$ cat src/rtl/note_sequencer_pkg.sv
// Shared types and constants for the beat-driven song sequencer.
// ROM words are {note, duration}: note in the MSBs, duration in the LSBs.
package note_sequencer_pkg;

    typedef enum logic [2:0] {
        StIdle  = 3'd0,
        StFetch = 3'd1,
        StWait  = 3'd2,
        StPlay  = 3'd3,
        StDone  = 3'd4
    } seq_state_e;

    // A duration of zero marks the end of the song.
    localparam int unsigned EndMarker = 0;

endpackage

$ cat src/rtl/note_sequencer_beat_down_counter.sv
// Remaining-beats counter for the current note: clear, load, decrement-on-enable,
// and an is_one flag that tells the sequencer the next beat expires the note.
module note_sequencer_beat_down_counter #(
    parameter int unsigned WIDTH = 6
) (
    input  logic             clk,
    input  logic             reset,
    input  logic             clear_i,
    input  logic             load_i,
    input  logic [WIDTH-1:0] load_val_i,
    input  logic             dec_i,
    output logic             is_one_o
);

    logic [WIDTH-1:0] count_d, count_q;

    always_comb begin
        count_d = count_q;
        if (clear_i) begin
            count_d = '0;
        end else if (load_i) begin
            count_d = load_val_i;
        end else if (dec_i && (count_q > WIDTH'(1))) begin
            // Floor at one: expiry is handled by the sequencer, never by wrapping here.
            count_d = count_q - WIDTH'(1);
        end
    end

    always_ff @(posedge clk or posedge reset) begin
        if (reset) begin
            count_q <= '0;
        end else begin
            count_q <= count_d;
        end
    end

    assign is_one_o = (count_q == WIDTH'(1));

endmodule

$ cat src/rtl/note_sequencer.sv
// Beat-driven song sequencer: fetches {note, duration} words from a synchronous ROM
// and presents each note for its duration in beat pulses.
module note_sequencer
    import note_sequencer_pkg::*;
#(
    parameter int unsigned ADDR_WIDTH = 7,
    parameter int unsigned NOTE_WIDTH = 6,
    parameter int unsigned DUR_WIDTH  = 6
) (
    input  logic                          clk,
    input  logic                          reset,
    input  logic                          play,
    input  logic                          restart,
    input  logic                          beat,
    output logic [ADDR_WIDTH-1:0]         rom_addr,
    input  logic [NOTE_WIDTH+DUR_WIDTH-1:0] rom_data,
    output logic [NOTE_WIDTH-1:0]         note,
    output logic                          note_valid,
    output logic                          new_note,
    output logic                          song_done
);

    localparam logic [ADDR_WIDTH-1:0] AddrMax = '1;

    seq_state_e            state_d, state_q;
    logic [ADDR_WIDTH-1:0] rom_addr_d, rom_addr_q;
    logic [NOTE_WIDTH-1:0] note_d, note_q;
    logic                  has_note_d, has_note_q;
    logic                  new_note_d, new_note_q;

    logic                  cnt_clear, cnt_load, cnt_dec, cnt_is_one;
    logic [NOTE_WIDTH-1:0] rom_note;
    logic [DUR_WIDTH-1:0]  rom_dur;

    assign rom_note = rom_data[NOTE_WIDTH+DUR_WIDTH-1 -: NOTE_WIDTH];
    assign rom_dur  = rom_data[DUR_WIDTH-1:0];

    always_comb begin
        state_d    = state_q;
        rom_addr_d = rom_addr_q;
        note_d     = note_q;
        has_note_d = has_note_q;
        new_note_d = 1'b0;
        cnt_clear  = 1'b0;
        cnt_load   = 1'b0;
        cnt_dec    = 1'b0;

        if (restart) begin
            // Restart wins over everything, including an expiring beat.
            state_d    = StIdle;
            rom_addr_d = '0;
            note_d     = '0;
            has_note_d = 1'b0;
            cnt_clear  = 1'b1;
        end else begin
            unique case (state_q)
                StIdle: begin
                    if (play) begin
                        state_d = StFetch;
                    end
                end
                StFetch: begin
                    state_d = StWait;
                end
                StWait: begin
                    if (rom_dur == DUR_WIDTH'(EndMarker)) begin
                        state_d = StDone;
                    end else begin
                        note_d     = rom_note;
                        has_note_d = 1'b1;
                        new_note_d = 1'b1;
                        cnt_load   = 1'b1;
                        state_d    = StPlay;
                    end
                end
                StPlay: begin
                    if (beat && play) begin
                        if (!cnt_is_one) begin
                            cnt_dec = 1'b1;
                        end else if (rom_addr_q == AddrMax) begin
                            state_d = StDone;
                        end else begin
                            rom_addr_d = rom_addr_q + ADDR_WIDTH'(1);
                            state_d    = StFetch;
                        end
                    end
                end
                StDone: begin
                    state_d = StDone;
                end
                default: begin
                    state_d = StIdle;
                end
            endcase
        end
    end

    always_ff @(posedge clk or posedge reset) begin
        if (reset) begin
            state_q    <= StIdle;
            rom_addr_q <= '0;
            note_q     <= '0;
            has_note_q <= 1'b0;
            new_note_q <= 1'b0;
        end else begin
            state_q    <= state_d;
            rom_addr_q <= rom_addr_d;
            note_q     <= note_d;
            has_note_q <= has_note_d;
            new_note_q <= new_note_d;
        end
    end

    note_sequencer_beat_down_counter #(
        .WIDTH (DUR_WIDTH)
    ) u_remaining (
        .clk        (clk),
        .reset      (reset),
        .clear_i    (cnt_clear),
        .load_i     (cnt_load),
        .load_val_i (rom_dur),
        .dec_i      (cnt_dec),
        .is_one_o   (cnt_is_one)
    );

    assign rom_addr   = rom_addr_q;
    assign note       = note_q;
    assign new_note   = new_note_q;
    // The previous note keeps sounding through FETCH/WAIT so there is no gap.
    assign note_valid = has_note_q && play && (state_q != StDone) && (state_q != StIdle);
    assign song_done  = (state_q == StDone);

endmodule

$ cat config.mk
export PLATFORM = sky130hd
export DESIGN_NAME = note_sequencer
export DESIGN_NICKNAME = d
export VERILOG_FILES = /design/src/rtl/note_sequencer_pkg.sv /design/src/rtl/note_sequencer_beat_down_counter.sv /design/src/rtl/note_sequencer.sv
export SDC_FILE = /design/constraint.sdc
export NUM_CORES = 1
export LEC_CHECK = 0
export ABC_AREA = 1
export ABC_CLOCK_PERIOD_IN_PS = 1500
export CAP_MARGIN = 20
export CORE_ASPECT_RATIO = 1.1
export CORE_MARGIN = 1.5
export CORE_UTILIZATION = 50
export DETAILED_ROUTE_END_ITERATION = 16
export PLACE_DENSITY = 0.79
export RECOVER_POWER = 25
export SLEW_MARGIN = 20
export SYNTH_ARGS = -nofsm -noshare
export SYNTH_HDL_FRONTEND = slang
export SYNTH_SLANG_ARGS = --single-unit
export TNS_END_PERCENT = 20
$ cat constraint.sdc
create_clock -name clk -period 1.5 [get_ports clk]
set_input_delay 0.3 -clock clk [delete_from_list [all_inputs] [get_ports clk]]
set_output_delay 0.3 -clock clk [all_outputs]
set_load 0.005 [all_outputs]
== Word level (Yosys, flattened, before mapping) ==
Cells that the tools add are included.

* Input port bits: 17
* Bits in registers: 24
* Output and inout port bits: 16
* Logic and storage cells: 66

* $lt $le $gt $ge: 1
* Reductions and logical operators: 16
* Mux-type cells: 29
* Equality and inequality tests: 12
* $add $sub $neg: 2

{| class="wikitable"
|+ Operators by type and width
! operator !! number
|-
| $mux 6 || 6
|-
| $mux 7 || 5
|-
| $mux 3 || 6
|-
| $pmux 3 s5 || 1
|-
| $ne 3x3->1 const B || 4
|-
| $mux 1 || 11
|-
| $reduce_bool 2->1 || 4
|-
| $add 7x1->7 const B || 1
|-
| $eq 7x7->1 const B || 1
|-
| $eq 3x2->1 const B || 2
|-
| $eq 6x1->1 const B || 1
|-
| $gt 6x1->1 const B || 1
|-
| $logic_not 6->1 || 1
|-
| $reduce_bool 3->1 || 2
|-
| $sub 6x1->6 const B || 1
|-
| $logic_and 1x1->1 || 5
|-
| $ne 2x2->1 const B || 2
|-
| $reduce_and 4->1 || 1
|-
| $eq 3x1->1 const B || 1
|-
| $eq 3x3->1 const B || 1
|-
| $logic_not 3->1 || 1
|-
| $reduce_and 3->1 || 1
|-
| $reduce_and 2->1 || 1
|}

== Logic depth before layout (Yosys ltp) ==
* Depth after elaboration: 9
* Mapped depth: 9
* Mapped depth without buffers: 9

== Hierarchy ==
From an unflattened synthesis, not the netlist that was laid out.

* Cell total of the unflattened synthesis: 205
* Area total of the unflattened synthesis: 1487.7 sq um

{| class="wikitable"
|+ Modules (own cells, without submodules)
! module !! cells an instance !! instances !! sequential area each (sq um) !! area each (sq um)
|-
| note_sequencer || 136 || 1 || 450.4 || 1016.0
|-
| note_sequencer_beat_down_counter || 69 || 1 || 150.1 || 471.7
|}

== Worst setup path after synthesis ==
OpenSTA, ideal clock, no wires.

* Path type: register to register
* From: register rom_addr_q[0] (netlist: rom_addr[0])
* To: register rom_addr_q[3] (netlist: rom_addr[3])
* Clock period less this slack: 1335 ps
* Required time: 1382 ps
* Path buffers: 0
* Path slack: 165 ps
* Setup time: 118 ps
* Arrival time: 1217 ps
* Stages on the path, launching flop included: 10
* Cells stage by stage: dfrtp_1 > ha_1 > nand2_1 > inv_2 > nand2_1 > nor2_2 > nor2_1 > nand2_2 > nand3_1 > nand2_1

* Cells in the longest elaborated chain, start to end: 6
* Elaborated cells on any way between the ends: 9
* Classes of those cells: 1 x add/sub; 2 x eq/ne; 5 x mux; 1 x reduce/logical

{| class="wikitable"
|+ Ends and longest elaborated chain
! what !! line !! source
|-
| start: declaration || note_sequencer.sv:26 || <nowiki>logic [ADDR_WIDTH-1:0] rom_addr_d, rom_addr_q;</nowiki>
|-
| start signal: assignment || note_sequencer.sv:107 || <nowiki>rom_addr_q <= rom_addr_d;</nowiki>
|-
| $add 7x1->7 || note_sequencer.sv:83 || <nowiki>rom_addr_d = rom_addr_q + ADDR_WIDTH'(1);</nowiki>
|-
| $mux 7 || note_sequencer.sv:80 || <nowiki>end else if (rom_addr_q == AddrMax) begin</nowiki>
|-
| $mux 7 || note_sequencer.sv:78 || <nowiki>if (!cnt_is_one) begin</nowiki>
|-
| $mux 7 || note_sequencer.sv:77 || <nowiki>if (beat && play) begin</nowiki>
|-
| $mux 7 || note_sequencer.sv:56 || <nowiki>unique case (state_q)</nowiki>
|-
| $mux 7 || note_sequencer.sv:48 || <nowiki>if (restart) begin</nowiki>
|}

Several ways; a longest one is shown, not always the timed one. The select of a mux whose other input is x is not followed.
A chain may end at the register's enable or synchronous reset.

== Worst setup path in the final report ==
* From: register state_q[1]
* To: output port song_done

* Cells in the longest elaborated chain, start to end: 1

{| class="wikitable"
|+ Ends and longest elaborated chain
! what !! line !! source
|-
| start: declaration || note_sequencer.sv:25 || <nowiki>seq_state_e state_d, state_q;</nowiki>
|-
| start signal: assignment || note_sequencer.sv:100 || <nowiki>state_q <= StIdle;</nowiki>
|-
| start signal: assignment || note_sequencer.sv:106 || <nowiki>state_q <= state_d;</nowiki>
|-
| $eq 3x3->1 || note_sequencer.sv:131 || <nowiki>assign song_done = (state_q == StDone);</nowiki>
|-
| end: declaration || note_sequencer.sv:20 || <nowiki>output logic song_done</nowiki>
|}

No other way between the ends.

==> impl_summary.log <==
[metrics] status: complete, no violations
[metrics] CP max stage delay: 0.41 ns
[metrics] shortest clock period the worst path allows after layout: between 1 and 1.5 ns
[metrics] worst slew pin tran: ~0.6 ns
[metrics] number of design-rule violations left by the first detailed-router iteration: 53
[metrics] average via count per standard cell: 5.15
[metrics] number of nets in the layout: 277
[metrics] hold buffer count at CTS: 0
[metrics] number of hold violations in the final report: 0
[metrics] number of vias after detailed routing: 1489
[metrics] Yosys Warn Count: 0
[metrics] sum of overflow across all layers after global routing: 0
[metrics] Setup crit end kind: output pin
[metrics] cell area after layout: 0.00215 mm²
[metrics] post-synthesis cell type with the largest combined area: sky130_fd_sc_hd__dfrtp_1
[metrics] worst min-delay path category: input port to register
[metrics] Wirelength per Cell: 12.1 µm
[metrics] Yosys cell types: 27
[metrics] synthesized netlist cell count: 200
[metrics] wire length of the first global-routing pass: 5660 µm
[metrics] leading cell type in the layout, fill and taps excluded: sky130_fd_sc_hd__nand2_1
[metrics] total setup violations reported at the end of the flow: 0
[metrics] register bit total from synthesis: 24
[metrics] grt peak-use layer: met2
[metrics] vias in the first global route: 1350
[metrics] Peak VDD IR: 0.985 mV
[metrics] count of final max-slew check failures: 0
[metrics] net count after synthesis: 220
[metrics] Final Hold Slack: 0.490 ns
[metrics] standard-cell rows: 20
[metrics] Area Growth Syn to Fin: 41.7%
[metrics] number of max-cap violations: 0
[metrics] Slew Limit Headroom: 59.9%
[metrics] crit path DAT: ~1.2 ns
[metrics] GR Layer Usage met2: 37.2%
[metrics] clock insertion delay at the later pin of the skew report: around 0.32 ns
[metrics] number of detailed-route iterations in the first pass: 4
[metrics] initial standard-cell utilization of the core: 53.7%
[metrics] CTS Root Buffer Type: sky130_fd_sc_hd__clkbuf_4
[metrics] maximum clock path buffer count: 2
[metrics] ordered cell list for the critical path: nor2_2, inv_2, nor2_4, buf_2
[metrics] clock buffers created by TritonCTS: 3
[metrics] final HPWL from detailed placement: 2450 µm
[metrics] met3 global-route usage: 3.84%
[metrics] pwr dens: 1170 mW/mm²
[metrics] highest clock frequency the design can meet: 676 MHz
[metrics] number of fill cells in the layout: 219
[metrics] Leakage Power: ~1.2 nW
[metrics] CTS H-tree lvls: 1
[metrics] x dimension of the die: 55.6 µm
[metrics] share of post-route cells with drive strength above 1: 27.3%
[metrics] pin count of the biggest net entering global routing: 25
[metrics] DRC Markers: 0
[metrics] highest-count cells in the layout ignoring fill and taps: sky130_fd_sc_hd__nand2_1 (58), sky130_fd_sc_hd__dfrtp_1 (23), sky130_fd_sc_hd__nand3_1 (21)
[metrics] Pwr Total: roughly 2.5 mW
[metrics] setup TNS: 0 ns
[metrics] Reg clk slew, reported paths: ~0.14 ns
[metrics] utilization after layout: 76.1%
[metrics] die height: approximately 60 µm
[metrics] met1 usage: a little over a quarter
[metrics] Total Routing Usage GR: 21.3%
[metrics] core area: between 0.002 and 0.003 mm²
[metrics] Total Wirelength: between 3000 and 4000 µm
[metrics] post-synthesis sequential area ratio: 39.5%
[metrics] die area: 0.00338 mm²
[metrics] cell types with the largest area share after synthesis: sky130_fd_sc_hd__dfrtp_1 (40%), sky130_fd_sc_hd__nand2_1 (15%), sky130_fd_sc_hd__nand3_1 (8.2%)
[metrics] crit path launch type: register
[metrics] portion of the clock cycle consumed by the worst path in the final layout: 98.6%
[metrics] area share of the leading cell type in the synthesized netlist: between 30% and 40%
[metrics] antenna-violating nets left: 0
[metrics] final setup skew: 0.00202 ns
[metrics] Req. time, crit path: 1.20 ns
[metrics] CTS tree: yes
[metrics] largest driver fanout on the critical path: 2
[metrics] antenna violations before repair: 0
[metrics] synthesized area divided by synthesized cell count: 7.59 µm²
[metrics] number of sinks driven by the clock tree: 24
[metrics] RePlAce Congestion: 0.887
[metrics] setup repair after global routing missed its margin: true
[metrics] placed cell area: slightly above 0.002 mm²
[metrics] total I/O pin count: 33
[metrics] Cell Area, Synth: ~0.0015 mm²
[metrics] Antenna Diode Count: 0
[metrics] # port buffers: 32
[metrics] cell with the largest stage delay on the worst path: sky130_fd_sc_hd__dfrtp_1
[metrics] Worst Setup Path Type: register to output pin
==> kinds of logic (layout without fill, tap and decap cells) <==
family | count (synthesis) | in the layout | synth area share (%)
compound gates | 8 | 8 | 3.13
simple gates | 138 | 138 | 46.0
buf+inv | 23 | 79 | 6.59
xor+xnor | 4 | 4 | 2.31
flops | 24 | 24 | 39.5
fa+ha+maj | 3 | 3 | 2.47
==> cells in the mapped netlist <==
library cell,instances
sky130_fd_sc_hd__a21oi_1,3
sky130_fd_sc_hd__nand3_2,2
sky130_fd_sc_hd__nand2_1,62
sky130_fd_sc_hd__clkbuf_4,1
sky130_fd_sc_hd__nand3b_1,3
sky130_fd_sc_hd__nor2_4,1
sky130_fd_sc_hd__o21bai_1,2
sky130_fd_sc_hd__nand4_1,7
sky130_fd_sc_hd__o21ai_1,1
sky130_fd_sc_hd__ha_1,3
sky130_fd_sc_hd__nor3_1,2
sky130_fd_sc_hd__clkinv_2,1
sky130_fd_sc_hd__nand2_2,3
sky130_fd_sc_hd__nand3_1,25
sky130_fd_sc_hd__o21ai_0,1
sky130_fd_sc_hd__buf_6,1
sky130_fd_sc_hd__nor2_2,6
sky130_fd_sc_hd__nand3_4,2
sky130_fd_sc_hd__inv_2,4
sky130_fd_sc_hd__nor2_1,19
sky130_fd_sc_hd__inv_1,15
sky130_fd_sc_hd__xor2_1,4
sky130_fd_sc_hd__nand2_4,4
sky130_fd_sc_hd__o21a_1,1
sky130_fd_sc_hd__dfrtp_1,24
sky130_fd_sc_hd__nand4_2,2
sky130_fd_sc_hd__buf_2,1
==> critical path: cells and delay by family (launching register included) <==
| kind | cells | cell delay, ns |
|---|---|---|
| flops | 1 | 0.41 |
| buf+inv | 2 | 0.18 |
| simple gates | 2 | 0.27 |
==> registers in the layout, indices dropped and copies added, names as in the netlist <==
register,count
note,6
has_note_q,1
new_note,1
u_remaining.count_q,6
state_q,3
rom_addr,7
==> per-layer routing <==
metal	share of wire, %	wire, µm
met3	4.2	148
met2	50	1760
met5	0	0
met4	1.2	42
met1	44	1540
==> area by class of cell <==
class / instances / area [µm²] / share of cell area [%]
multi-input combinational: 153 / 891 / 41.4
tap: 33 / 41.3 / 1.92
inverter: 20 / 77.6 / 3.60
sequential: 24 / 602 / 28.0
clock buffer: 3 / 22.5 / 1.05
timing repair buffer: 55 / 488 / 22.7
clock inverter: 1 / 30.0 / 1.40
==> path summary, 6_finish.rpt <==
kind,startpoint,end,slack (ns),cells after the start
worst max-delay path,state_q[1]$_DFFE_PP0P_,song_done,0.02,4
worst min-delay path,rom_data[10],note[4]$_DFFE_PP0P_,0.49,3
worst max register to register,rom_addr[1]$_DFFE_PP0P_,rom_addr[6]$_DFFE_PP0P_,0.05,10
worst min register to register,note[2]$_DFFE_PP0P_,note[2]$_DFFE_PP0P_,0.49,2
max in group asynchronous,reset,rom_addr[5]$_DFFE_PP0P_,0.53,3
min in group asynchronous,reset,rom_addr[1]$_DFFE_PP0P_,0.55,3
==> repair_timing <==
item | 4_1_cts | 5_1_grt
setup endpoints to repair | 15 | 10
pin swaps | 1 | 7
setup buffers | 3 | 1
resized for setup | 23 | 22
cloned | 0 | 0
==> per-stage QoR <==
step	setup WS, ns	std cells
floorplan	0.165	200
global placement	-0.308	281
detailed placement	-0.321	281
CTS	-0.0841	288
global route	-0.0497	289
finish	0.0217	289
==> report_power, final <==
part | internal [mW] | leakage (nW) | switching, mW
logic | 0.496 | 0.805 | 0.670
clock network | 0.270 | 0.0279 | 0.204
registers | 0.777 | 0.320 | 0.108
total | 1.54 | 1.15 | 0.982
(Power assumes the default switching activity.)
